==> src/rtl/alu_muldiv_seq.sv <==
// Sequential 8-bit multiply / unsigned divide engine that borrows an external
// shared ALU. Multiply is shift-and-add (low byte kept), divide is restoring
// division, both taking exactly 8 RUN iterations. A divide by zero bypasses
// RUN and reports err with result = 8'hFF and remainder = dividend.
module alu_muldiv_seq (
  input  logic       clk,
  input  logic       rst_n,
  input  logic       start,
  input  logic       op_div,
  input  logic [7:0] a,
  input  logic [7:0] b,
  input  logic [7:0] alu_out,
  input  logic       alu_less,
  output logic [7:0] alu_in1,
  output logic [7:0] alu_in2,
  output logic [4:0] alu_op,
  output logic       busy,
  output logic       done,
  output logic [7:0] result,
  output logic [7:0] remainder,
  output logic       err
);

  localparam logic [1:0] S_IDLE = 2'd0;
  localparam logic [1:0] S_RUN  = 2'd1;
  localparam logic [1:0] S_DONE = 2'd2;

  localparam logic [4:0] OP_AND = 5'b00000;
  localparam logic [4:0] OP_ADD = 5'b00100;
  localparam logic [4:0] OP_SUB = 5'b00101;

  logic [1:0] state;
  logic [2:0] cnt;
  logic       op_reg;
  logic [7:0] acc;
  logic [7:0] mcand;
  logic [7:0] mplier;
  logic [7:0] rem;
  logic [7:0] q;
  logic [7:0] dvsr;

  logic [8:0] s;
  logic [7:0] acc_nxt;
  logic       div_take;
  logic [7:0] rem_nxt;
  logic [7:0] q_nxt;
  logic       accept;

  assign busy   = (state == S_RUN);
  assign done   = (state == S_DONE);
  // A new request is only taken when no iteration is in flight.
  assign accept = start && (state != S_RUN);

  // Drive the shared ALU and form the next-iteration values from its answer.
  always_comb begin
    s       = {rem, q[7]};
    alu_in1 = 8'd0;
    alu_in2 = 8'd0;
    alu_op  = OP_AND;
    if (state == S_RUN) begin
      if (op_reg) begin
        alu_in1 = s[7:0];
        alu_in2 = dvsr;
        alu_op  = OP_SUB;
      end else begin
        alu_in1 = acc;
        alu_in2 = mcand;
        alu_op  = OP_ADD;
      end
    end
    acc_nxt  = mplier[0] ? alu_out : acc;
    // s[8] set means the shifted remainder already exceeds any 8-bit divisor;
    // the 8-bit difference is still exact because s - divisor < 256.
    div_take = s[8] | ~alu_less;
    rem_nxt  = div_take ? alu_out : s[7:0];
    q_nxt    = {q[6:0], div_take};
  end

  // Control FSM, iteration registers and result registers.
  always_ff @(posedge clk or negedge rst_n) begin
    if (!rst_n) begin
      state     <= S_IDLE;
      cnt       <= 3'd0;
      op_reg    <= 1'b0;
      acc       <= 8'd0;
      mcand     <= 8'd0;
      mplier    <= 8'd0;
      rem       <= 8'd0;
      q         <= 8'd0;
      dvsr      <= 8'd0;
      result    <= 8'd0;
      remainder <= 8'd0;
      err       <= 1'b0;
    end else begin
      case (state)
        S_RUN: begin
          if (op_reg) begin
            rem <= rem_nxt;
            q   <= q_nxt;
          end else begin
            acc    <= acc_nxt;
            mcand  <= mcand << 1;
            mplier <= mplier >> 1;
          end
          if (cnt == 3'd7) begin
            // Last iteration: publish the value being written this cycle.
            state     <= S_DONE;
            result    <= op_reg ? q_nxt : acc_nxt;
            remainder <= op_reg ? rem_nxt : 8'd0;
          end else begin
            cnt <= cnt + 3'd1;
          end
        end
        S_IDLE, S_DONE: begin
          state <= S_IDLE;
          if (accept) begin
            op_reg <= op_div;
            acc    <= 8'd0;
            mcand  <= a;
            mplier <= b;
            rem    <= 8'd0;
            q      <= a;
            dvsr   <= b;
            cnt    <= 3'd0;
            err    <= 1'b0;
            if (op_div && (b == 8'd0)) begin
              state     <= S_DONE;
              err       <= 1'b1;
              result    <= 8'hFF;
              remainder <= a;
            end else begin
              state <= S_RUN;
            end
          end
        end
        default: state <= S_IDLE;
      endcase
    end
  end

endmodule

==> config.mk <==
export PLATFORM = sky130hd
export DESIGN_NAME = alu_muldiv_seq
export DESIGN_NICKNAME = d
export VERILOG_FILES = /design/src/rtl/alu_muldiv_seq.sv
export SDC_FILE = /design/constraint.sdc
export NUM_CORES = 1
export LEC_CHECK = 0
export CAP_MARGIN = 20
export CORE_MARGIN = 2
export CORE_UTILIZATION = 26
export CTS_BUF_LIST = sky130_fd_sc_hd__clkbuf_8
export DETAILED_ROUTE_END_ITERATION = 12
export PLACE_DENSITY_LB_ADDON = 0.2
export SYNTH_ARGS = -nofsm -noshare
export SYNTH_HDL_FRONTEND = slang
export SYNTH_SLANG_ARGS = --single-unit
==> constraint.sdc <==
create_clock -name clk -period 1.35 [get_ports clk]
set_input_delay 0.135 -clock clk [delete_from_list [all_inputs] [get_ports clk]]
set_output_delay 0.135 -clock clk [all_outputs]
set_load 0.005 [all_outputs]
==> reports/results.tsv <==
metric	value	unit
cell mode on critical path	buf_12	
Power, Total	15400	uW
final non-filler cell total	696	
Post-Route Setup TNS	-14.61	ns
clock root cell	clkbuf_8	
Via-to-Cell Ratio	4.63	
WP data required	1.22	ns
total of max-cap violations	0	
Die ar.	15100	um^2
Total Wirelength	12.0	mm
CP arrival	1.48	ns
Die Wd	123	um
Reg clk slew, reported paths	0.08	ns
min cycle time layout	1.61	ns
Yosys warning count	0	
Final period util	120	%
power per cell area	2500	nW/um^2
Inserted Clock Buffers	9	
setup ws final	-0.264	ns
crit path launch type	flop	
most common cell after layout, fill and taps aside	dfrtp_1	
Synth top area share	48.3	%
Placed Cells	638	
I/O Buffers	65	
post-route antenna net violation count	0	
drt first pass iters	4	
final hold vios	0	
Achievable Freq	620	MHz
Clock Path Buffers	2	
CTS tree	done	
failing checks	setup timing	
drt initial violations	177	
cell taking the most area after synthesis	dfrtp_1	
Starting Density	26.6	%
HPWL after detailed placement	7.49	mm
critical path cell sequence	buf_12 -> buf_12 -> mux2i_1 -> nor2_1 -> buf_2	
post-synthesis cell area	3680	um^2
RSZ-0062 raised after global routing	yes	
Slew Limit Fails	0	
Global Route Usage Sum	16.9	%
die height	123	um
total grt overflow	0	
core region area	13800	um^2
ant diodes	0	
Boundary Pins	69	
Mapped Avg Cell Area	10.2	um^2
Area Overhead vs Synth	66.9	%
RD Place Congestion	0.792	
wire per inst	17.2	um
Leak	0.00283	uW
Row Count	43	
clock skew	0.0134	ns
CP peak stage delay	0.45	ns
Final setup viols	84	
VDD IR max	858	uV
CP Class	reg2out	
DRC	0	
Synth Register Bits	71	
synthesized instance count	359	
Clk Latency, worst-skew pair	0.36	ns
vias in the first global route	3438	
slowest cell on the critical path	dfrtp_2	
synth unique cells	33	
first-pass GRT wire length	19.0	mm
Seq/Total Area, Yosys	48.3	%
hold slack	0.335	ns
Clock Sinks	71	
largest net degree at the start of global routing	72	
FILL cells	1325	
Max Fanout on Critical Path	5	
most frequent cells in the layout	dfrtp_1, buf_4, nand2_1, mux2i_1, clkdlybuf4s50_1	
layout cells sized above 1	48.3	%
critical path endpoint category	output pin	
Final nets	542	
Worst Hold Class	in2async	
DR vias	3222	
outcome	finished with violations	
Area contributors post-synth	dfrtp_1, mux2i_1, mux2_2, nand2_1, nor2_1	
initial antenna violation count	0	
H-tree depth	3	
==> per-stage QoR <==
step | instance area [um^2] | util (%) | setup slack (ns)
final | 6140 | 44.4 | -0.264
after global routing | 6140 | 44.4 | -0.358
after CTS | 5920 | 42.8 | -0.313
after detailed placement | 4950 | 35.8 | -0.474
after global placement | 4950 | 35.8 | -0.490
after floorplan | 3720 | - | -0.0566
==> path summary, 6_finish.rpt <==
| kind | startpoint | end | slack [ns] | cells after the start |
|---|---|---|---|---|
| max in group asynchronous | rst_n | op_reg$_DFFE_PN0P_ | 0.67 | 3 |
| hold reg to reg | result[5]$_DFFE_PN0P_ | result[5]$_DFFE_PN0P_ | 0.49 | 1 |
| min in group clk | op_div | op_reg$_DFFE_PN0P_ | 0.38 | 3 |
| setup / recovery | op_reg$_DFFE_PN0P_ | alu_in1[5] | -0.26 | 5 |
| hold / removal | rst_n | acc[0]$_DFFE_PN0P_ | 0.33 | 3 |
| setup reg to reg | state[0]$_DFFE_PN0P_ | acc[6]$_DFFE_PN0P_ | -0.23 | 5 |
==> cells by family after synthesis <==
logic type / count (synthesis) / share of synthesized area, %
AO/OA/AOI/OAI: 65 / 11.6
adder cells (fa/ha/maj): 2 / 0.680
buffers and inverters: 29 / 4.87
flip-flops: 71 / 48.3
multiplexers: 63 / 18.1
other: 1 / 0.102
AND/OR/NAND/NOR: 128 / 16.4
==> worst max-delay path: cells and delay by family (launching register included) <==
family        cells  cell delay (ns)
flops             1             0.45
buf+inv           3             0.42
mux               1             0.12
simple gates      1             0.14
==> layer usage <==
metal  wire, um  part of all wire, %  vias to the layer above  track usage (%)
li1           -                    -                     1550                -
met1       5540                   46                     1600             22.2
met2       5880                   49                       65             28.0
met3        443                  3.7                        7             4.11
met4        117                 0.98                        0             4.60
met5          0                    0                        -                0
==> where the power goes <==
part / leakage (uW) / internal, uW / switching, uW / total, uW
clock: 0.000114 / 993 / 823 / 1820
combinational: 0.00186 / 5300 / 4280 / 9580
sequential: 0.000855 / 3110 / 844 / 3960
==> layout make-up <==
cell class              instances  area [um^2]  share of cell area [%]
clock inverters                 4         43.8                   0.714
flip-flops and latches         71         1780                    29.0
inverters                       1         6.26                   0.102
clock buffers                  12          165                    2.69
multi-input cells             265         2240                    36.6
repair buffers                163         1670                    27.3
well taps                     180          225                    3.67
==> timing repair <==
item	CTS	global route
buffers inserted	29	7
setup endpoints to repair	104	87
hold buffers	1	0
pin swaps	28	24
cloned	10	0
gates resized for setup	204	59
hold endpoints to repair	71	0
==> Yosys cell counts, drive strengths merged <==
| cell | instances |
|---|---|
| buf | 26 |
| a21oi | 30 |
| a21o | 1 |
| ha | 2 |
| nand4 | 9 |
| o21bai | 7 |
| inv | 1 |
| mux2 | 24 |
| nand2b | 5 |
| nor2b | 9 |
| o21ai | 10 |
| nand2 | 49 |
| nor4b | 1 |
| clkbuf | 2 |
| or3b | 1 |
| nor3 | 1 |
| a22o | 8 |
| nand3 | 3 |
| dfrtp | 71 |
| o21a | 8 |
| a31o | 1 |
| and2 | 10 |
| conb | 1 |
| nor2 | 40 |
| mux2i | 39 |
No activity file was read; power rests on OpenSTA's default activity.
